## src/rtl/dizy_keystream_ctrl_pkg.sv

```systemverilog
// rtl/dizy_keystream_ctrl_pkg.sv - shared types and defaults for the DIZY keystream controller
package dizy_keystream_ctrl_pkg;

  localparam int SIZE_STATE_DEF   = 128;
  localparam int SIZE_KEY_DEF     = 128;
  localparam int KS_WIDTH_DEF     = 32;
  localparam int WARMUP_STEPS_DEF = 4;

  typedef enum logic [2:0] {
    ST_IDLE,
    ST_LOAD_KEY,
    ST_LOAD_IV,
    ST_WARMUP,
    ST_RUN
  } ks_state_e;

  function automatic logic is_init_state(ks_state_e s);
    return (s == ST_LOAD_KEY) || (s == ST_LOAD_IV) || (s == ST_WARMUP);
  endfunction

endpackage

```

## src/rtl/dizy_keystream_ctrl_if.sv

```systemverilog
// rtl/dizy_keystream_ctrl_if.sv - data-in / data-out valid-ready stream bundle
interface dizy_keystream_ctrl_if import dizy_keystream_ctrl_pkg::*; #(
  parameter int KS_WIDTH = KS_WIDTH_DEF
);
  logic                din_valid;
  logic                din_ready;
  logic [KS_WIDTH-1:0] din_data;
  logic                dout_valid;
  logic                dout_ready;
  logic [KS_WIDTH-1:0] dout_data;

  modport master (
    output din_valid, din_data, dout_ready,
    input  din_ready, dout_valid, dout_data
  );

  modport slave (
    input  din_valid, din_data, dout_ready,
    output din_ready, dout_valid, dout_data
  );
endinterface

```

## src/rtl/dizy_ks_out_reg.sv

```systemverilog
// rtl/dizy_ks_out_reg.sv - one-entry output register that XORs keystream into the data word
module dizy_ks_out_reg import dizy_keystream_ctrl_pkg::*; #(
  parameter int KS_WIDTH = KS_WIDTH_DEF
) (
  input  logic                clk,
  input  logic                rst,
  input  logic                flush,
  input  logic                ks_avail,
  input  logic [KS_WIDTH-1:0] ks,
  input  logic                din_valid,
  output logic                din_ready,
  input  logic [KS_WIDTH-1:0] din_data,
  output logic                dout_valid,
  input  logic                dout_ready,
  output logic [KS_WIDTH-1:0] dout_data,
  output logic                xfer
);
  logic                dout_valid_q, dout_valid_d;
  logic [KS_WIDTH-1:0] dout_data_q, dout_data_d;

  assign din_ready  = ks_avail & (~dout_valid_q | dout_ready);
  assign xfer       = din_valid & din_ready;
  assign dout_valid = dout_valid_q;
  assign dout_data  = dout_data_q;

  always_comb begin
    dout_valid_d = dout_valid_q;
    dout_data_d  = dout_data_q;
    if (flush) begin
      // A restart discards whatever word is still waiting downstream.
      dout_valid_d = 1'b0;
      dout_data_d  = '0;
    end else if (xfer) begin
      dout_valid_d = 1'b1;
      dout_data_d  = din_data ^ ks;
    end else if (dout_ready) begin
      dout_valid_d = 1'b0;
    end
  end

  always_ff @(posedge clk) begin
    if (rst) begin
      dout_valid_q <= 1'b0;
      dout_data_q  <= '0;
    end else begin
      dout_valid_q <= dout_valid_d;
      dout_data_q  <= dout_data_d;
    end
  end
endmodule

```

## src/rtl/dizy_keystream_ctrl.sv

```systemverilog
// rtl/dizy_keystream_ctrl.sv - DIZY core sequencer (key/IV load, warm-up) and keystream XOR stage
module dizy_keystream_ctrl import dizy_keystream_ctrl_pkg::*; #(
  parameter int SIZE_STATE   = SIZE_STATE_DEF,
  parameter int SIZE_KEY     = SIZE_KEY_DEF,
  parameter int KS_WIDTH     = KS_WIDTH_DEF,
  parameter int KS_OFFSET    = 0,
  parameter int WARMUP_STEPS = WARMUP_STEPS_DEF
) (
  input  logic                  clk,
  input  logic                  rst,
  input  logic                  start,
  input  logic [SIZE_KEY-1:0]   key,
  input  logic [SIZE_KEY-1:0]   iv,
  output logic                  busy,
  dizy_keystream_ctrl_if.slave  dio,
  output logic                  core_load,
  output logic                  core_next,
  output logic [SIZE_KEY-1:0]   core_key,
  input  logic                  core_busy,
  input  logic [SIZE_STATE-1:0] core_state
);
  localparam int CW = (WARMUP_STEPS > 1) ? $clog2(WARMUP_STEPS) : 1;
  localparam logic [CW-1:0] WARM_LAST = CW'((WARMUP_STEPS > 0) ? WARMUP_STEPS - 1 : 0);

  ks_state_e     state_q, state_d;
  logic [SIZE_KEY-1:0] key_q, key_d, iv_q, iv_d;
  logic [CW-1:0] warm_cnt_q, warm_cnt_d;
  logic          step_ok;
  logic          run_xfer;
  logic [KS_WIDTH-1:0] ks;
  logic          unused_state;

  assign ks           = core_state[KS_OFFSET +: KS_WIDTH];
  assign unused_state = ^core_state;

  // Core pulses are suppressed on reset and restart so a dying sequence never touches the core.
  assign step_ok   = ~rst & ~start & ~core_busy;
  assign busy      = is_init_state(state_q);
  assign core_load = step_ok & (state_q == ST_LOAD_KEY);
  assign core_next = (step_ok & ((state_q == ST_LOAD_IV) | (state_q == ST_WARMUP))) | run_xfer;
  assign core_key  = core_load ? key_q :
                     (step_ok && state_q == ST_LOAD_IV) ? iv_q : '0;

  always_comb begin
    state_d    = state_q;
    key_d      = key_q;
    iv_d       = iv_q;
    warm_cnt_d = warm_cnt_q;
    if (start) begin
      key_d      = key;
      iv_d       = iv;
      warm_cnt_d = '0;
      state_d    = ST_LOAD_KEY;
    end else begin
      case (state_q)
        ST_IDLE: ;
        ST_LOAD_KEY: if (!core_busy) state_d = ST_LOAD_IV;
        ST_LOAD_IV: if (!core_busy) begin
          warm_cnt_d = '0;
          state_d    = (WARMUP_STEPS == 0) ? ST_RUN : ST_WARMUP;
        end
        ST_WARMUP: if (!core_busy) begin
          if (warm_cnt_q == WARM_LAST) state_d = ST_RUN;
          else warm_cnt_d = warm_cnt_q + 1'b1;
        end
        ST_RUN: ;
        default: state_d = ST_IDLE;
      endcase
    end
  end

  always_ff @(posedge clk) begin
    if (rst) begin
      state_q    <= ST_IDLE;
      key_q      <= '0;
      iv_q       <= '0;
      warm_cnt_q <= '0;
    end else begin
      state_q    <= state_d;
      key_q      <= key_d;
      iv_q       <= iv_d;
      warm_cnt_q <= warm_cnt_d;
    end
  end

  dizy_ks_out_reg #(.KS_WIDTH(KS_WIDTH)) u_out (
    .clk        (clk),
    .rst        (rst),
    .flush      (start),
    .ks_avail   ((state_q == ST_RUN) & step_ok),
    .ks         (ks),
    .din_valid  (dio.din_valid),
    .din_ready  (dio.din_ready),
    .din_data   (dio.din_data),
    .dout_valid (dio.dout_valid),
    .dout_ready (dio.dout_ready),
    .dout_data  (dio.dout_data),
    .xfer       (run_xfer)
  );
endmodule

```

## src/flat_wrapper.sv

```systemverilog
// flat-port wrapper written by rule: the top's interface ports become plain ports
module dizy_keystream_ctrl_flat import dizy_keystream_ctrl_pkg::*;
#(
  parameter int SIZE_STATE   = SIZE_STATE_DEF,
  parameter int SIZE_KEY     = SIZE_KEY_DEF,
  parameter int KS_WIDTH     = KS_WIDTH_DEF,
  parameter int KS_OFFSET    = 0,
  parameter int WARMUP_STEPS = WARMUP_STEPS_DEF
)
  (clk, rst, start, key, iv, busy, core_load, core_next, core_key, core_busy, core_state, dio_din_valid, dio_din_data, dio_dout_ready, dio_din_ready, dio_dout_valid, dio_dout_data);
  dizy_keystream_ctrl_if #(.KS_WIDTH(KS_WIDTH)) dio_i ();
  input  logic clk;
  input  logic rst;
  input  logic start;
  input  logic [SIZE_KEY-1:0] key;
  input  logic [SIZE_KEY-1:0] iv;
  output logic busy;
  output logic core_load;
  output logic core_next;
  output logic [SIZE_KEY-1:0] core_key;
  input  logic core_busy;
  input  logic [SIZE_STATE-1:0] core_state;
  input wire logic [$bits(dio_i.din_valid)-1:0] dio_din_valid;
  input wire logic [$bits(dio_i.din_data)-1:0] dio_din_data;
  input wire logic [$bits(dio_i.dout_ready)-1:0] dio_dout_ready;
  output wire logic [$bits(dio_i.din_ready)-1:0] dio_din_ready;
  output wire logic [$bits(dio_i.dout_valid)-1:0] dio_dout_valid;
  output wire logic [$bits(dio_i.dout_data)-1:0] dio_dout_data;
  assign dio_i.din_valid = dio_din_valid;
  assign dio_i.din_data = dio_din_data;
  assign dio_i.dout_ready = dio_dout_ready;
  assign dio_din_ready = dio_i.din_ready;
  assign dio_dout_valid = dio_i.dout_valid;
  assign dio_dout_data = dio_i.dout_data;
  dizy_keystream_ctrl #(.SIZE_STATE(SIZE_STATE), .SIZE_KEY(SIZE_KEY), .KS_WIDTH(KS_WIDTH), .KS_OFFSET(KS_OFFSET), .WARMUP_STEPS(WARMUP_STEPS)) u_core (.clk(clk), .rst(rst), .start(start), .key(key), .iv(iv), .busy(busy), .dio(dio_i), .core_load(core_load), .core_next(core_next), .core_key(core_key), .core_busy(core_busy), .core_state(core_state));
endmodule
```

## config.mk

```make
export PLATFORM = sky130hd
export DESIGN_NAME = dizy_keystream_ctrl_flat
export DESIGN_NICKNAME = d
export VERILOG_FILES = /design/src/rtl/dizy_keystream_ctrl_pkg.sv /design/src/rtl/dizy_keystream_ctrl_if.sv /design/src/rtl/dizy_ks_out_reg.sv /design/src/rtl/dizy_keystream_ctrl.sv /design/src/flat_wrapper.sv
export SDC_FILE = /design/constraint.sdc
export NUM_CORES = 1
export LEC_CHECK = 0
export BUFFER_PORTS_ARGS = -buffer_cell sky130_fd_sc_hd__buf_2
export CORE_AREA = 3 3 225 227
export CTS_CLUSTER_SIZE = 10
export DETAILED_ROUTE_END_ITERATION = 10
export DIE_AREA = 0 0 228 230
export GPL_TIMING_DRIVEN = 0
export PLACE_DENSITY = 0.56
export SYNTH_ARGS = -nofsm -noshare
export SYNTH_HDL_FRONTEND = slang
export SYNTH_SLANG_ARGS = --single-unit
```

## constraint.sdc

```tcl
create_clock -name clk -period 3.25 [get_ports clk]
set_input_delay 0.65 -clock clk [delete_from_list [all_inputs] [get_ports clk]]
set_output_delay 0.65 -clock clk [all_outputs]
set_load 0.005 [all_outputs]
```

==> results.sh <==
export IMPL_die_area_mm2=0.0524
export IMPL_crit_start="u_core.state_q[2]"
export IMPL_postSynth_asyncResetShare=0
export IMPL_grt_pass1_wl_um=64000
export IMPL_fp_coreArea_mm2=0.0488
export IMPL_endpoint="core_key[76]"
export IMPL_r2r_start="u_core.state_q[0]"
export IMPL_worst_slew_pin_slew_ns=1.25
export IMPL_root_buffer="clkbuf_16"
export IMPL_viasPerCell=4.43
export IMPL_crit_fanout=10
export IMPL_final_util=0.338
export IMPL_drive_gt1_frac=0.345
export IMPL_initialDrtViolationCount=359
export IMPL_rows=81
export IMPL_start_util=0.247
export IMPL_drv_slew=0
export IMPL_synth_edf_count=0
export IMPL_clk_pin_slew_ns=0.06
export IMPL_critical_path_cell_chain="buf_2, or3b_4, nor3_4, buf_12, buf_12, buf_4, a22o_1, buf_2"
export IMPL_rsz0062_at_grt="yes"
export IMPL_synth_top_area_share=0.488
export IMPL_crit_path_start_kind="register"
export IMPL_final_nets=2148
export IMPL_grt_total_usage=0.156
export IMPL_cts_path_max_buffers=3
export IMPL_dp_hpwl_um=32300
export IMPL_post_route_period_util=0.962
export IMPL_htree_levels=2
export IMPL_crit_path_end_kind="output port"
export IMPL_powerDensity_mw_per_mm2=501
export IMPL_die_y_um=230
export IMPL_yosysSeqAreaShare=0.488
export IMPL_tns_ns=0
export IMPL_critPathRequiredTime_ns=2.60
export IMPL_avgRoutedWirePerCell_um=17.7
export IMPL_path_class="reg2out"
export IMPL_firstDrtPassIters=4
export IMPL_max_freq_mhz=320
export IMPL_critPathArrivalTime_ns=2.48
export IMPL_hold_path_startpoint="iv[70]"
export IMPL_r2r_slack_ns=1.49
export IMPL_routed_wirelength_um=42600
export IMPL_crit_buf_inv=5
export IMPL_synthesis_area_mm2=0.0121
export IMPL_syn_area_per_cell_um2=10.1
export IMPL_vias=10600
export IMPL_cts_hold_buf=0
export IMPL_power_uw=8270
export IMPL_layout_min_cycle_time_ns=3.13
export IMPL_grt_overflow=0
export IMPL_ir_drop_mv=0.387
export IMPL_cts_tree="done"
export IMPL_cap_violations=0
export IMPL_synth_area_leaders="dfxtp_1, mux2i_1, a22o_1, nor2_1, xor2_1"
export IMPL_crit_path_max_incr_delay_ns=0.45
export IMPL_run_status="finished clean"
export IMPL_syn_nets=1620
export IMPL_dp_cells=2349
export IMPL_mostFrequentLayoutCell="buf_2"
export IMPL_yosysTopAreaCell="dfxtp_1"
export IMPL_clock_sinks=294
export IMPL_synth_flop_cell="dfxtp_1"
export IMPL_die_w_um=228
export IMPL_post_route_drc_count=0
export IMPL_antenna_left=0
export IMPL_stdcell_count=2405
export IMPL_clock_skew_ns=0.00253
export IMPL_antenna_found_initial=12
export IMPL_hp_class="in2reg"
export IMPL_p_leak_uw=0.00840
export IMPL_io_pins=587
export IMPL_synth_seq_cells=294
export IMPL_grt_max_degree=11
export IMPL_area_growth_pct=36.6
export IMPL_crit_family="buffers and inverters"
export IMPL_final_cell_mix="buf_2, dfxtp_1, mux2i_1"
export IMPL_critical_path_slowest_cell="or3b_4"
export IMPL_routabilityCongestion=0.874
export IMPL_clk_insertion_delay_late_ns=0.51
export IMPL_hold_violations=0
export IMPL_numCtsBuffers=36
export IMPL_worstRegToRegCells=5
export IMPL_setup_viol=0
export IMPL_cp_num_cells=8
export IMPL_syn_inst=1197
export IMPL_rr_endpoint="u_core.u_out.dout_data[20]"
export IMPL_slew_headroom=0.168
export IMPL_synth_cell_types=30
export IMPL_yosys_warnings=0
export IMPL_port_buffers=488
export IMPL_grt_pass1_vias=11000
[cell type report]
cell class / instances / area [um^2]
Fill cell: 5197 / 32400
Antenna cell: 7 / 17.5
Timing Repair Buffer: 490 / 2470
Tap cell: 664 / 831
Sequential cell: 294 / 5890
Buffer: 98 / 520
Clock inverter: 1 / 5.00
Multi-Input combinational cell: 803 / 5750
Clock buffer: 46 / 1000
Inverter: 2 / 7.51
[metal layers]
layer | wire length (um) | GRT usage
met2 | 20700 | 0.270
met1 | 18100 | 0.186
met3 | 2850 | 0.0451
met5 | 46 | 0
met4 | 913 | 0.0462
[Yosys cell counts (2+ instances only)]
library cell	n
buf_2	55
mux2i_1	288
buf_4	4
a31oi_1	2
clkbuf_1	39
nand3_1	3
a21oi_1	3
nor2b_1	2
a22o_1	128
nand2_1	68
dfxtp_1	294
nand2b_1	2
inv_1	2
nor2_1	260
xor2_1	32
[what timing repair did]
item                       4_1_cts  5_1_grt
buffers inserted                 2        0
setup endpoints to repair      122       82
pin swaps                        2        1
gates resized for setup         19       13
gates cloned                     0        0
[worst min path at each step]
| stage | to | slack [ns] | depth (start not counted) |
|---|---|---|---|
| 2_1_floorplan | u_core.u_out.dout_data[0] | 0.45 | 2 |
| 3_3_place_gp | u_core.u_out.dout_data[25] | 0.44 | 2 |
| 3_5_place_dp | u_core.u_out.dout_data[10] | 0.45 | 2 |
| 4_1_cts | u_core.iv_q[103] | 0.32 | 3 |
| 5_1_grt | u_core.key_q[8] | 0.35 | 3 |
| 6_report | u_core.iv_q[70] | 0.37 | 3 |
[power by group]
group	internal (uW)	total, uW	switching, uW
clock network	2120	3570	1450
registers	3800	3900	104
logic	389	800	411
[worst register-to-register path, stage by stage, from the launching register on]
cell	delay [ns]
dfxtp_1	0.29
buf_2	0.18
nor2_1	0.27
nand4_1	0.38
buf_2	0.36
mux2i_1	0.16
[stage by stage]
step	area (um^2)	worst slack (ns)	hold slack (ns)
final	16500	0.125	0.371
after CTS	16400	-0.0253	0.323
after floorplan	12100	0.736	0.454
after global placement	15300	-0.472	0.443
after detailed placement	15300	-0.449	0.451
after global routing	16500	-0.0253	0.346
[registers in the layout, indices dropped and copies added, names as in the netlist]
register / cells
u_core.iv_q: 128
u_core.key_q: 128
u_core.u_out.dout_data: 32
u_core.state_q: 3
u_core.warm_cnt_q: 2
u_core.u_out.dout_valid: 1
[cell families after synthesis]
kind of cell | synth area share
buf+inv | 0.0381
fa+ha+maj | 0.00104
xor+xnor | 0.0232
mux | 0.239
simple gates | 0.113
compound gates | 0.0981
flops | 0.488
(Power assumes the default switching activity.)
